$ cat config.mk
export PLATFORM = sky130hd
export DESIGN_NAME = link_rx_deserializer
export DESIGN_NICKNAME = d
export VERILOG_FILES = /design/src/rtl/link_pkg.sv /design/src/rtl/link_rx_fifo.sv /design/src/rtl/link_rx_deserializer.sv
export SDC_FILE = /design/constraint.sdc
export NUM_CORES = 1
export LEC_CHECK = 0
export ABC_AREA = 1
export CORE_MARGIN = 10
export CORE_UTILIZATION = 35
export CTS_CLUSTER_SIZE = 28
export DETAILED_ROUTE_END_ITERATION = 12
export DONT_BUFFER_PORTS = 1
export PLACE_DENSITY = 0.6
export RECOVER_POWER = 25
export SYNTH_ARGS = -nofsm -noshare
export SYNTH_HDL_FRONTEND = slang
export SYNTH_SLANG_ARGS = --single-unit
$ cat constraint.sdc
create_clock -name clk -period 4 [get_ports clk]
set_input_delay 0.8 -clock clk [delete_from_list [all_inputs] [get_ports clk]]
set_output_delay 0.8 -clock clk [all_outputs]
set_load 0.05 [all_outputs]
$ cat src/rtl/link_pkg.sv
// link_pkg: framing constants and receiver state shared by both ends of the serial link
package link_pkg;
  localparam int BYTE_W           = 8;
  localparam int LINK_SYNC_STAGES = 2;
  localparam int LINK_MIN_PERIOD  = 4;
  typedef enum logic [1:0] {IDLE, SHIFT, COMMIT} link_state_t;
endpackage

$ cat src/rtl/link_rx_fifo.sv
// link_rx_fifo: first-word-fall-through sync FIFO; a push into a full FIFO only lands if a pop frees a slot
module link_rx_fifo #(
  parameter int W     = 8,
  parameter int DEPTH = 4
) (
  input  logic                     clk,
  input  logic                     rst,
  input  logic                     i_push,
  input  logic                     i_pop,
  input  logic [W-1:0]             i_data,
  output logic [W-1:0]             o_data,
  output logic                     o_empty,
  output logic                     o_full,
  output logic [$clog2(DEPTH):0]   o_count,
  output logic                     o_drop
);
  localparam int AW = $clog2(DEPTH);
  localparam int CW = AW + 1;
  logic [W-1:0]  r_mem [DEPTH];
  logic [AW-1:0] r_wr;
  logic [AW-1:0] r_rd;
  logic [CW-1:0] r_count;
  logic          w_pop;
  logic          w_push;
  assign o_empty = r_count == '0;
  assign o_full  = r_count == CW'(DEPTH);
  assign w_pop   = i_pop & ~o_empty;
  assign w_push  = i_push & (~o_full | w_pop);
  assign o_drop  = i_push & ~w_push;
  assign o_data  = r_mem[r_rd];
  assign o_count = r_count;
  always_ff @(posedge clk or posedge rst) begin
    if (rst) begin
      r_mem   <= '{default: '0};
      r_wr    <= '0;
      r_rd    <= '0;
      r_count <= '0;
    end else begin
      if (w_push) begin
        r_mem[r_wr] <= i_data;
        r_wr        <= r_wr + AW'(1);
      end
      if (w_pop) r_rd <= r_rd + AW'(1);
      r_count <= r_count + CW'(w_push) - CW'(w_pop);
    end
  end
endmodule

$ cat src/rtl/link_rx_deserializer.sv
// link_rx_deserializer: oversamples the remote link pins, assembles MSB-first bytes and queues them
// for the downstream stage; the link clock is only ever sampled as data.
module link_rx_deserializer #(
  parameter int BYTE_W      = link_pkg::BYTE_W,
  parameter int FIFO_DEPTH  = 4,
  parameter int SYNC_STAGES = link_pkg::LINK_SYNC_STAGES
) (
  input  logic                          clk,
  input  logic                          rst,
  input  logic                          link_clk_in,
  input  logic                          link_data_in,
  input  logic                          link_rdy_in,
  output logic [BYTE_W-1:0]             rx_data,
  output logic                          rx_valid,
  input  logic                          rx_ready,
  output logic                          rx_busy,
  output logic [2:0]                    bit_count,
  output logic [$clog2(FIFO_DEPTH):0]   fifo_count,
  output logic                          frame_err,
  output logic                          overflow
);
  import link_pkg::*;
  logic [SYNC_STAGES-1:0] r_sclk;
  logic [SYNC_STAGES-1:0] r_sdat;
  logic [SYNC_STAGES-1:0] r_srdy;
  logic                   r_clk_q;
  link_state_t            r_state;
  link_state_t            w_state_n;
  logic [BYTE_W-1:0]      r_shreg;
  logic [BYTE_W-1:0]      w_shreg_n;
  logic [2:0]             r_bit_count;
  logic [2:0]             w_bit_n;
  logic                   r_frame_err;
  logic                   w_err_n;
  logic                   r_overflow;
  logic                   w_push;
  logic                   w_drop;
  logic                   w_empty;
  logic                   w_full;
  logic                   w_clk_s;
  logic                   w_dat_s;
  logic                   w_rdy_s;
  logic                   w_edge;
  assign w_clk_s = r_sclk[SYNC_STAGES-1];
  assign w_dat_s = r_sdat[SYNC_STAGES-1];
  assign w_rdy_s = r_srdy[SYNC_STAGES-1];
  assign w_edge  = w_clk_s & ~r_clk_q;
  // All three pins share one synchronizer depth so data stays aligned with its clock edge
  always_ff @(posedge clk or posedge rst) begin
    if (rst) begin
      r_sclk  <= '0;
      r_sdat  <= '0;
      r_srdy  <= '0;
      r_clk_q <= 1'b0;
    end else begin
      r_sclk  <= {r_sclk[SYNC_STAGES-2:0], link_clk_in};
      r_sdat  <= {r_sdat[SYNC_STAGES-2:0], link_data_in};
      r_srdy  <= {r_srdy[SYNC_STAGES-2:0], link_rdy_in};
      r_clk_q <= w_clk_s;
    end
  end
  always_ff @(posedge clk or posedge rst) begin
    if (rst) begin
      r_state     <= IDLE;
      r_shreg     <= '0;
      r_bit_count <= '0;
      r_frame_err <= 1'b0;
      r_overflow  <= 1'b0;
    end else begin
      r_state     <= w_state_n;
      r_shreg     <= w_shreg_n;
      r_bit_count <= w_bit_n;
      r_frame_err <= w_err_n;
      r_overflow  <= r_overflow | w_drop;
    end
  end
  always_comb begin
    w_state_n = r_state;
    w_shreg_n = r_shreg;
    w_bit_n   = r_bit_count;
    w_err_n   = 1'b0;
    w_push    = 1'b0;
    case (r_state)
      IDLE: begin
        w_bit_n   = '0;
        w_state_n = w_rdy_s ? SHIFT : IDLE;
      end
      SHIFT: begin
        if (!w_rdy_s) begin
          w_state_n = IDLE;
          w_err_n   = r_bit_count != '0;
          w_bit_n   = '0;
        end else if (w_edge) begin
          w_shreg_n = {r_shreg[BYTE_W-2:0], w_dat_s};
          w_bit_n   = r_bit_count + 3'd1;
          w_state_n = (r_bit_count == 3'(BYTE_W - 1)) ? COMMIT : SHIFT;
        end
      end
      COMMIT: begin
        w_push    = 1'b1;
        w_state_n = w_rdy_s ? SHIFT : IDLE;
      end
      default: w_state_n = IDLE;
    endcase
  end
  link_rx_fifo #(
    .W     (BYTE_W),
    .DEPTH (FIFO_DEPTH)
  ) u_fifo (
    .clk     (clk),
    .rst     (rst),
    .i_push  (w_push),
    .i_pop   (rx_ready),
    .i_data  (r_shreg),
    .o_data  (rx_data),
    .o_empty (w_empty),
    .o_full  (w_full),
    .o_count (fifo_count),
    .o_drop  (w_drop)
  );
  assign rx_valid  = ~w_empty;
  assign rx_busy   = r_state != IDLE;
  assign bit_count = r_bit_count;
  assign frame_err = r_frame_err;
  assign overflow  = r_overflow;
endmodule
== Word level (Yosys, flattened, before mapping) ==
Index checks and enable logic that the tools add are counted.

* Bits in registers: 61
* Logic and storage cells: 67

* Reductions and logical operators: 9
* Add/sub/neg operators: 5
* Equal/unequal tests: 5
* Bitwise gates (word level): 12
* Magnitude comparators: 3
* Multiplexer cells: 17

{| class="wikitable"
|+ Operator list
! cell !! count
|-
| $bwmux 32 || 1
|-
| $mux 8 || 3
|-
| $bmux 8 s2 || 1
|-
| $demux 8 s2 || 1
|-
| $eq 3x3->1 const B || 2
|-
| $ge 3x3->1 const B || 2
|-
| $mux 2 || 3
|-
| $mux 3 || 2
|-
| $not 2->3 || 2
|-
| $pmux 3 s2 || 1
|-
| $add 2x1->2 const B || 2
|-
| $and 1x1->1 || 4
|-
| $mux 1 || 4
|-
| $not 1->1 || 4
|-
| $pmux 2 s2 || 1
|-
| $reduce_bool 2->1 || 2
|-
| $add 3x1->3 || 1
|-
| $add 3x1->3 const B || 1
|-
| $logic_not 3->1 || 1
|-
| $lt 3x1->1 const B || 1
|-
| $ne 3x3->1 const B || 1
|-
| $reduce_and 3->1 || 1
|-
| $reduce_bool 3->1 || 1
|-
| $sub 3x1->3 || 1
|-
| 7 further kinds || 8
|}

== Logic depth before layout (Yosys ltp) ==
Gate-level depths: netlist of the first run.

* Word-level depth: 8
* Depth in mapped cells: 11
* Depth with buffers taken out: 11

== Hierarchy ==
From an unflattened synthesis of the first run, not the netlist that was laid out.

* Cell total of the unflattened synthesis: 325
* Area total of the unflattened synthesis: 2,895.3 sq um

{| class="wikitable"
|+ Modules (own cells, without submodules)
! module !! cells each !! area an instance (sq um) !! instances
|-
| link_rx_fifo || 238 || 1,996.9 || 1
|-
| link_rx_deserializer || 87 || 898.4 || 1
|}

== Worst setup path after synthesis of the first run ==
Ideal clock, no wire load.

* Kind: register to register
* Start point: reg u_fifo.r_count[1], in the netlist u_fifo.o_count[1]
* End point: reg u_fifo.r_count[2], in the netlist u_fifo.o_count[2]
* Data arrival time: 2.536 ns
* Path buffers: 0
* Setup slack: 1.335 ns
* Cell stages (with the launch flop): 12
* Period minus slack after synthesis: 2.665 ns
* Cell sequence: dfrtp_1 > nor2_1 > nand2_1 > nand2_1 > inv_1 > ha_1 > inv_1 > ha_1 > inv_1 > fa_1 > xnor2_1 > xor2_1

* Longest elaborated chain between the ends: 7
* Elaborated cells between the ends (all ways): 9

{| class="wikitable"
|+ Ends and longest elaborated chain
! element !! line !! RTL
|-
| start: declaration || link_rx_fifo.sv:22 || <nowiki>logic [CW-1:0] r_count;</nowiki>
|-
| start signal: assignment || link_rx_fifo.sv:44 || <nowiki>r_count <= r_count + CW'(w_push) - CW'(w_pop);</nowiki>
|-
| $logic_not 3->1 * || link_rx_fifo.sv:25 || <nowiki>assign o_empty = r_count == '0;</nowiki>
|-
| $not 1->1 * || - ||
|-
| named net rx_valid || link_rx_deserializer.sv:14 || <nowiki>output logic rx_valid,</nowiki>
|-
| $and 1x1->1 * || link_rx_fifo.sv:27 || <nowiki>assign w_pop = i_pop & ~o_empty;</nowiki>
|-
| named net u_fifo.w_pop || link_rx_fifo.sv:23 || <nowiki>logic w_pop;</nowiki>
|-
| $or 1x1->1 || link_rx_fifo.sv:28 || <nowiki>assign w_push = i_push & (~o_full | w_pop);</nowiki>
|-
| $and 1x1->1 || link_rx_fifo.sv:28 ||
|-
| $add 3x1->3 || link_rx_fifo.sv:44 ||
|-
| $sub 3x1->3 * || link_rx_fifo.sv:44 ||
|}

Mark *: on every way through the listed nets, which the timed path passes. The rest lies on a longest branch.
A chain may end at the register's enable or synchronous reset.

== Worst setup path after layout of the first run ==
Ends and elaborated chain as after synthesis.

==> results of run 1 <==
==> layer usage <==
| layer | GRT usage (%) | vias to the layer above | part of all wire, % |
|---|---|---|---|
| met5 | 0 | - | 0 |
| met4 | 3.51 | 0 | 1.0 |
| met3 | 3.95 | 7 | 6.7 |
| met2 | 16.8 | 58 | 47 |
| met1 | 12.3 | 1002 | 45 |
| li1 | - | 1047 | - |
==> synth_stat cells, types with 4 or more instances <==
master,number,area [µm²]
buf_12,4,80.1
buf_2,4,20.0
buf_6,4,45.0
dfrtp_1,61,1530
ha_1,9,113
inv_1,17,63.8
nand2_1,110,413
nand3_1,4,20.0
nand4_1,32,200
nor2_1,20,75.1
o21ai_0,19,95.1
o22ai_1,8,50.1
==> metrics by stage <==
| step | utilization, % | hold slack, ns |
|---|---|---|
| floorplan | - | 0.331 |
| global placement | 36.2 | 0.331 |
| detailed placement | 36.2 | 0.336 |
| CTS | 38.6 | 0.350 |
| global route | 38.4 | 0.358 |
| finish | 38.4 | 0.349 |
==> sequential cells by signal, summed over array words and instances, names as in the netlist, 2 cells and up <==
register / count
u_fifo.r_mem: 32
bit_count: 3
u_fifo.r_wr: 2
r_state: 2
r_sclk: 2
r_srdy: 2
r_shreg: 8
u_fifo.o_count: 3
r_sdat: 2
u_fifo.r_rd: 2
==> layout make-up <==
cell class	instances	area (µm²)	area share, %
tap	105	131	4.21
sequential	61	1530	48.9
clock buffer	10	128	4.09
inverter	20	75.1	2.40
clock inverter	6	63.8	2.04
timing repair buffer	12	90.1	2.88
multi-input combinational	216	1110	35.5
==> critical path, stage by stage (launching register included) <==
cell and delay [ns]:
dfrtp_1 0.72, nor2_1 0.14, nand2_1 0.42, nand2_1 0.21
inv_1 0.10, ha_1 0.22, inv_1 0.05, ha_1 0.12
inv_1 0.04, fa_1 0.37, xnor2_1 0.15, xor2_1 0.16
==> cell usage in the layout (no fill, tap or decap), drive strengths merged <==
master | synthesis | routed
o21bai | 1 | 1
o21ai | 19 | 19
bufinv | 0 | 1
nor2 | 23 | 23
inv | 20 | 20
nand4 | 33 | 33
a21boi | 1 | 1
fa | 1 | 1
clkinv | 0 | 3
nand2 | 111 | 111
clkbuf | 2 | 10
clkinvlp | 0 | 2
o22ai | 8 | 8
dfrtp | 61 | 61
ha | 9 | 9
xnor2 | 2 | 2
xor2 | 2 | 2
nand3 | 6 | 6
buf | 15 | 12
==> kinds of logic (layout without fill, tap and decap cells) <==
family / count (synthesis) / in the layout / share of synthesized area (%)
AOI/OAI and AO/OA: 29 / 29 / 5.52
buffers and inverters: 37 / 48 / 8.63
and+or+nand+nor: 173 / 173 / 27.4
DFF: 61 / 61 / 52.6
xor gates and xnor gates: 4 / 4 / 1.21
adders and majority gates: 10 / 10 / 4.57
==> path summary, 6_finish.rpt <==
| path | end | slack (ns) | cells past startpoint | start |
|---|---|---|---|---|
| setup / recovery | u_fifo.o_count[2]$_DFF_PP0_ | 1.18 | 11 | u_fifo.o_count[1]$_DFF_PP0_ |
| setup reg to reg | u_fifo.o_count[2]$_DFF_PP0_ | 1.18 | 11 | u_fifo.o_count[1]$_DFF_PP0_ |
| min in group asynchronous | u_fifo.r_wr[1]$_DFFE_PP0P_ | 0.96 | 1 | rst |
| max in group asynchronous | u_fifo.r_mem[29]$_DFFE_PP0P_ | 1.96 | 1 | rst |
| hold / removal | r_sdat[1]$_DFF_PP0_ | 0.35 | 0 | r_sdat[0]$_DFF_PP0_ |
| hold reg to reg | r_sdat[1]$_DFF_PP0_ | 0.35 | 0 | r_sdat[0]$_DFF_PP0_ |
==> where the power goes <==
group          internal [W]  total (W)  switching, W
clock network      0.000286   0.000531      0.000245
logic              0.000185   0.000639      0.000454
registers          0.000659   0.000778      0.000118
==> run metrics, run 1 <==
status=finished with violations; violated checks=max-capacitance violations, max-slew violations; initial antenna violation count=0; starting density of the core=35.7%; # IOs=24; drt total wl=approximately 6200 µm; via count=roughly 2,100; clk buf depth=2; Detailed Routing Iterations Pass 1=4; Finished Cell Area=~3100 µm²; DIE WIDTH=111 µm; Worst Path Max Fanout=4; GR Overflow Total=0; MaxCap Viol Count=1; Slew HR=-24.1%; Syn-to-layout area delta=7.68%; FF+latch count, synth=61; Seq/Total Area, Yosys=52.6%; Final Setup Violations=0; WP data arrival=3.05 ns; pin count of the biggest net entering global routing=49; Critical Path Sink Type=flip-flop; GP Congestion=0.749; Hold Buf Count CTS=0; CTS tree=yes; RSZ-0062 raised after global routing=false; fin. max-slew vios=49; Clock Tree Root=clkbuf_8; Final #Nets=336; final clock skew=around 0.013 ns; syn_nets=330; Slew @ Worst Pin=1.86 ns; post-synthesis instance total=314; CP Class=flip-flop to flip-flop; dpl cells=between 400 and 500; PnR worst setup slack=1.18 ns; detailed-route DRC error count=0; Mean Syn Cell Area=between 9 and 10 µm²; DP Area=2950 µm²; total power=a little under 0.002 W; via/cell ratio=4.92; GRT Total Usage=10.4%; Startpoint Class=flip-flop; post-synth cell types=24; Critical Path RT=between 4 and 5 ns; Lkg Pwr=1.62 nW; Die Ht=111 µm; Final HPWL DP=~4100 µm; TritonCTS sink count=slightly above 60; n_diodes=0; vias in the first global route=between 2,000 and 2,500; Mapped Area=2900 µm²; crit share post-route=70.6%; setup TNS=0 ns; clock slew at reported path FFs=0.08 ns; # port buffers=0; H-tree depth=3; Peak supply drop=between 0.15 and 0.2 mV; Max Freq=between 300 and 400 MHz; Core Rows=33; Finished Layout Cells=430; placeable core area=8130 µm²; clock buffer count from CTS=9; DRT antenna net count=0; fill count=820; pwr/cell area=624 nW/µm²; share of layout cells above drive strength 1=10.5%; DRT iter0 DRCs=95; setup bufs post-CTS=0; EDFF count, synth=0; Avg WL per Cell=14.4 µm; Fin. Hold Viols=0; min Tclk post-route=2.82 ns; first-pass GRT wire length=around 10,000 µm; Worst Setup Slack post-DPL=1.16 ns; ys async rst share=100%; Hold Path Class=flip-flop to flip-flop; Yosys warnings=0; most used flip-flop cell after synthesis=dfrtp_1; CTS resizes=0; Skew-Pair Late Insertion Delay=about 0.34 ns; Die ar.=12,300 µm²
(Power assumes the default switching activity.)
==> run 2: changes to the inputs <==
- clock period: 4 -> 2.6 ns (I/O delays scaled with it)
==> run 2 against run 1 <==
Non-clock buffer count increased by 4; sequential cell count unchanged; highest routed layer unchanged; final area increased by 2.3%; the flow finishes with violations (max-capacitance violations); first-iteration DRC count increased by 13%; sequential power increased by 41%; combinational power increased by 77%; worst hold slack got worse by 0.14 ns; critical path type is now flip-flop to output pin; die area unchanged.
==> run metrics, run 2 (synthesized netlist as in run 1, its figures left out) <==
combinational power share=35.8% (+3.0 points); Worst Setup Slack post-DPL=0.512 ns (-0.643 ns); setup bufs post-CTS=0 (unchanged); Finished Cell Area=3190 µm² (+2.3%); DP Area=2980 µm² (+1.1%); via/cell ratio=4.91 (about the same); drt total wl=6230 µm (+0.48%); CTS tree=yes; violated checks=max-capacitance violations; Slew @ Worst Pin=1.50 ns (-0.364 ns); clock slew at reported path FFs=0.08 ns (about the same); via count=2,132 (+0.85%); fin. max-slew vios=0 (-100%); first-pass GRT wire length=10,500 µm (about the same); GP Congestion=0.826 (+10%); Critical Path RT=2.08 ns (-2.14 ns); Final #Nets=340 (+1.2%); Slew HR=0.283% (+24 points); crit share post-route=a little under nine tenths; Worst Path Max Fanout=17 (+13); Syn-to-layout area delta=10.1%; starting density of the core=35.7% (unchanged); Int Power=0.00190 W (+68%); Top Registers=u_fifo.r_mem: 32 flops, r_shreg: 8 flops; clock buffer count from CTS=9 (unchanged); Startpoint Class=flip-flop; clock network power share=29.4% (+2.1 points); Avg WL per Cell=14.4 µm (-0.44%); detailed-route DRC error count=0 (unchanged); PnR worst setup slack=0.363 ns (-0.812 ns); CTS resizes=0 (unchanged); DIE WIDTH=111 µm (unchanged); # IOs=24 (unchanged); DRT iter0 DRCs=107 (+13%); CP Class=flip-flop to output pin; R2R Path End=u_fifo.o_count[2]$_DFF_PP0_; Die Ht=111 µm (unchanged); initial antenna violation count=0 (unchanged); Die ar.=12,300 µm² (unchanged); min Tclk post-route=about 2.2 ns; Max Freq=around 450 MHz; number of flip-flops in the largest register=32 (unchanged); Largest Register=u_fifo.r_mem; most common cell after layout, fill and taps aside=nand2_1; Final HPWL DP=4070 µm (-0.47%); Peak supply drop=0.313 mV (+80%); pwr/cell area=989 nW/µm² (+59%); worst setup path startpoint=u_fifo.r_rd[0]$_DFFE_PP0P_; DRT antenna net count=0 (unchanged); MaxCap Viol Count=1 (unchanged); Core Rows=33 (unchanged); status=finished with violations; Hold Path Class=input port to flip-flop; placeable core area=8130 µm² (unchanged); Sw Share=39.7% (-2.2 points); GR Overflow Total=0 (unchanged); TritonCTS sink count=61 (unchanged); pin count of the biggest net entering global routing=62 (+27%); H-tree depth=3 (unchanged); WP data arrival=1.72 ns (-1.33 ns); NetSw=0.00126 W (+54%); final clock skew=0.0120 ns (-0.00130 ns); Detailed Routing Iterations Pass 1=4 (unchanged); # port buffers=0 (unchanged); Hold Buf Count CTS=0 (unchanged); FF-to-FF path depth=11 (unchanged); Final Util=39.3% (+0.88 points); commonest cells after routing, fill and taps aside=nand2_1, dfrtp_1, nand4_1; Clock Tree Root=clkbuf_8; Fin. Hold Viols=0 (unchanged); worst setup path end=rx_data[6]; share of layout cells above drive strength 1=13.1% (+2.6 points); Skew-Pair Late Insertion Delay=0.34 ns (about the same); Critical Path Sink Type=output pin; R2R Setup Slk=0.52 ns (-0.66 ns); n_diodes=0 (unchanged); vias in the first global route=2,093 (-1.5%); part of the power in registers=34.8% (-5.1 points); Final Setup Violations=0 (unchanged); clk buf depth=2 (unchanged); RSZ-0062 raised after global routing=false; GRT Total Usage=10.4% (about the same); setup TNS=0 ns (unchanged); FF-to-FF Start=u_fifo.o_count[1]$_DFF_PP0_; Lkg Pwr=1.66 nW (+2.4%)
## run 2: cell types whose count changed in the layout (fill, tap and decap cells not counted), moves of 2 or more
| cell | before | now |
|---|---|---|
| nor2_4 | 1 | 3 |
| nor2_1 | 22 | 20 |
| buf_4 | 12 | 15 |
| clkinvlp_4 | 2 | 0 |
## run 2: metrics by stage
step / power (W) / std cells / hold WS [ns]
detailed placement: 0.00227 / 418 / 0.336
global placement: 0.00225 / 418 / 0.331
CTS: 0.00321 / 434 / 0.189
finish: 0.00316 / 434 / 0.211
global route: 0.00333 / 434 / 0.187
floorplan: 0.00197 / 314 / 0.331
## run 2: how the worst min path moves through the flow
stage	slack, ns	from	depth (start not counted)	end
after floorplan	0.33	r_sclk[0]$_DFF_PP0_	0	r_sclk[1]$_DFF_PP0_
after global placement	0.33	r_sdat[0]$_DFF_PP0_	0	r_sdat[1]$_DFF_PP0_
after detailed placement	0.34	r_sdat[0]$_DFF_PP0_	0	r_sdat[1]$_DFF_PP0_
after CTS	0.19	link_clk_in	0	r_sclk[0]$_DFF_PP0_
after global routing	0.19	link_rdy_in	0	r_srdy[0]$_DFF_PP0_
final	0.21	link_rdy_in	0	r_srdy[0]$_DFF_PP0_
## run 2: worst max-delay path, cell delays in order (launching register included)
cell and delay [ns]:
dfrtp_1 0.38, inv_1 0.40, o21ai_0 0.15, o22ai_1 0.20, buf_4 0.24
## run 2: layout make-up
class | count | area (µm²)
clock buffer | 11 | 141
clock inverter | 5 | 75.1
fill | 833 | 4940
inverter | 20 | 75.1
multi-input combinational | 216 | 1130
sequential | 61 | 1530
tap | 105 | 131
timing repair buffer | 16 | 118
## run 2: power by group through the flow
stage	Clock [W]	Sequential, W	Combinational, W
floorplan	0	0.00117	0.000794
finish	0.000928	0.00110	0.00113
CTS	0.000953	0.00110	0.00115
detailed placement	0	0.00112	0.00115
global route	0.000998	0.00111	0.00123
global placement	0	0.00112	0.00113
## run 2: per-layer routing
metal / wire length (µm) / global-route usage (%) / part of all wire [%]
met1: 2800 / 13.0 / 45
met2: 2920 / 15.9 / 47
met3: 439 / 3.95 / 7.0
met4: 77 / 3.77 / 1.2
met5: 0 / 0 / 0
==> run 3: changes to the inputs <==
- CORE_ASPECT_RATIO: default -> 1.2
==> run 3 against run 2 <==
The run now ends clean; critical path depth did not move; die area up 0.12%; clock skew hardly changed; fmax increased by 0.72%; non-clock buffer count is 1 higher; sequential power about the same; sequential cell count unchanged; final cell count shrank 2.1%; sequential share of layout area grew 0.45 points; count of clock-buffer cells in the layout up 1; highest routed layer unchanged.
==> run metrics, run 3 (synthesized netlist as in run 1, its figures left out) <==
status=complete, no violations; final clock skew=0.0115 ns (-0.000434 ns); Final HPWL DP=4240 µm (+4.2%); fill count=820 (-1.6%); H-tree depth=3 (unchanged); Syn-to-layout area delta=9.10%; DP Area=2980 µm² (-0.17%); via count=2,120 (-0.56%); Max stage delay cell, worst path=dfrtp_1; GP Congestion=0.798 (-3.4%); number of flip-flops in the largest register=32 (unchanged); Largest Register=u_fifo.r_mem; pwr/cell area=969 nW/µm² (-2.0%); DRT iter0 DRCs=114 (+6.5%); WP data arrival=1.70 ns (-0.02 ns); Core Rows=36 (+9.1%); detailed-route DRC error count=0 (unchanged); Startpoint Class=flip-flop; Die ar.=12,300 µm² (+0.12%); Top Registers=u_fifo.r_mem: 32 flops, r_shreg: 8 flops; GR Overflow Total=0 (unchanged); Clock Tree Root=clkbuf_8; CP Class=flip-flop to output pin; min Tclk post-route=2.22 ns (-0.0159 ns); Die Ht=120 µm (+7.8%); first-pass GRT wire length=10,800 µm (+3.0%); Hold Path Class=input port to flip-flop; Final #Nets=341 (+0.29%); DIE WIDTH=103 µm (-7.1%); CTS tree=yes; share of layout cells above drive strength 1=12.7% (-0.34 points); setup TNS=0 ns (unchanged); Hold Buf Count CTS=0 (unchanged); # IOs=24 (unchanged); Worst Setup Slack post-DPL=0.490 ns (-0.0226 ns); RSZ-0062 raised after global routing=false; starting density of the core=35.8% (+0.12 points); placeable core area=8110 µm² (-0.32%); family with the most delay on the worst path=flip-flops; commonest cells after routing, fill and taps aside=nand2_1, dfrtp_1, nand4_1; R2R Setup Slk=0.49 ns (-0.03 ns); # port buffers=0 (unchanged); Finished Cell Area=3160 µm² (-0.94%); Max Freq=450 MHz (+0.72%); Fin. Hold Viols=0 (unchanged); via/cell ratio=4.99 (+1.5%); vias in the first global route=2,242 (+7.1%); Lkg Pwr=1.64 nW (-0.90%); PnR worst setup slack=0.379 ns (+0.0159 ns); Critical Path RT=2.08 ns (about the same); Worst Path Max Fanout=11 (-6); Peak supply drop=0.318 mV (+1.4%); CTS resizes=0 (unchanged); Critical Path Sink Type=output pin; n_diodes=0 (unchanged); Skew-Pair Late Insertion Delay=0.34 ns (about the same); Final Setup Violations=0 (unchanged); worst hold slack=0.205 ns (-0.00519 ns); Slew @ Worst Pin=1.04 ns (-0.459 ns); MaxCap Viol Count=0 (-1); crit share post-route=85.4% (-0.61 points); most common cell after layout, fill and taps aside=nand2_1; clock buffer count from CTS=9 (unchanged); clk buf depth=2 (unchanged); drt total wl=6190 µm (-0.64%); Detailed Routing Iterations Pass 1=4 (unchanged); TritonCTS sink count=61 (unchanged); pin count of the biggest net entering global routing=39 (-37%); setup bufs post-CTS=0 (unchanged); fin. max-slew vios=0 (unchanged); crit-path cells=inv_1 > o21ai_0 > o22ai_1 > buf_4; initial antenna violation count=0 (unchanged); largest stage delay on the critical path=0.53 ns (+0.13 ns); clock slew at reported path FFs=0.07 ns (about the same); Avg WL per Cell=14.6 µm (+1.5%); GRT Total Usage=10.9% (+0.56 points); DRT antenna net count=0 (unchanged); CP Buf/Inv Count=2 (unchanged); Slew HR=30.8% (+31 points)
-- run 3: cell count changes in the layout (fill, tap and decap cells not counted) --
| cell | delta |
|---|---|
| buf_4 | +1 |
| clkinv_2 | -1 |
| clkbuf_1 | +2 |
| bufinv_16 | -1 |
| clkbuf_2 | -1 |
| clkinvlp_4 | +1 |
-- run 3: through the flow --
| stage | instances | utilization, % | power (W) |
|---|---|---|---|
| after floorplan | 314 | - | 0.00197 |
| after global placement | 409 | 36.7 | 0.00226 |
| after detailed placement | 409 | 36.7 | 0.00227 |
| after CTS | 425 | 39.1 | 0.00311 |
| after global routing | 425 | 39.0 | 0.00323 |
| final | 425 | 39.0 | 0.00307 |
-- run 3: cell type report --
type,instances,area [µm²],share of cell area (%)
multi-input cells,216,1130,35.6
flip-flops and latches,61,1530,48.3
inverters,20,75.1,2.37
clock inverters,4,47.5,1.50
clock buffers,12,145,4.59
repair buffers,17,124,3.91
well taps,95,119,3.76
-- run 3: where the power goes --
group          total [W]  switching [W]  internal [W]
combinational    0.00114       0.000815      0.000326
sequential       0.00110      0.0000851       0.00102
clock           0.000823       0.000357      0.000466
total            0.00307        0.00126       0.00181
-- run 3: worst paths after layout --
path / cells after the start / startpoint / endpoint
max: 4 / u_fifo.r_rd[1]$_DFFE_PP0P_ / rx_data[3]
min: 0 / link_rdy_in / r_srdy[0]$_DFF_PP0_
max reg2reg: 11 / u_fifo.o_count[1]$_DFF_PP0_ / u_fifo.o_count[2]$_DFF_PP0_
min reg2reg: 0 / r_sdat[0]$_DFF_PP0_ / r_sdat[1]$_DFF_PP0_
max in group asynchronous: 2 / rst / r_shreg[0]$_DFFE_PP0P_
min in group asynchronous: 1 / rst / u_fifo.r_wr[1]$_DFFE_PP0P_
-- run 3: metal layers --
metal | part of all wire, % | up-vias | track usage [%]
met1 | 45 | 1003 | 13.2
met4 | 2.8 | 0 | 6.88
met5 | 0 | - | 0
li1 | - | 1055 | -
met2 | 47 | 49 | 17.0
met3 | 5.1 | 13 | 2.58
-- run 3: worst register-to-register path, cell delays in order (launching register included) --
cell and delay, ns:
dfrtp_2 0.41, nor2_1 0.17, nand2_2 0.08, nand2_1 0.13, inv_1 0.06, ha_1 0.26, inv_1 0.05, ha_1 0.12
inv_1 0.04, fa_1 0.37, xnor2_1 0.18, xor2_1 0.16
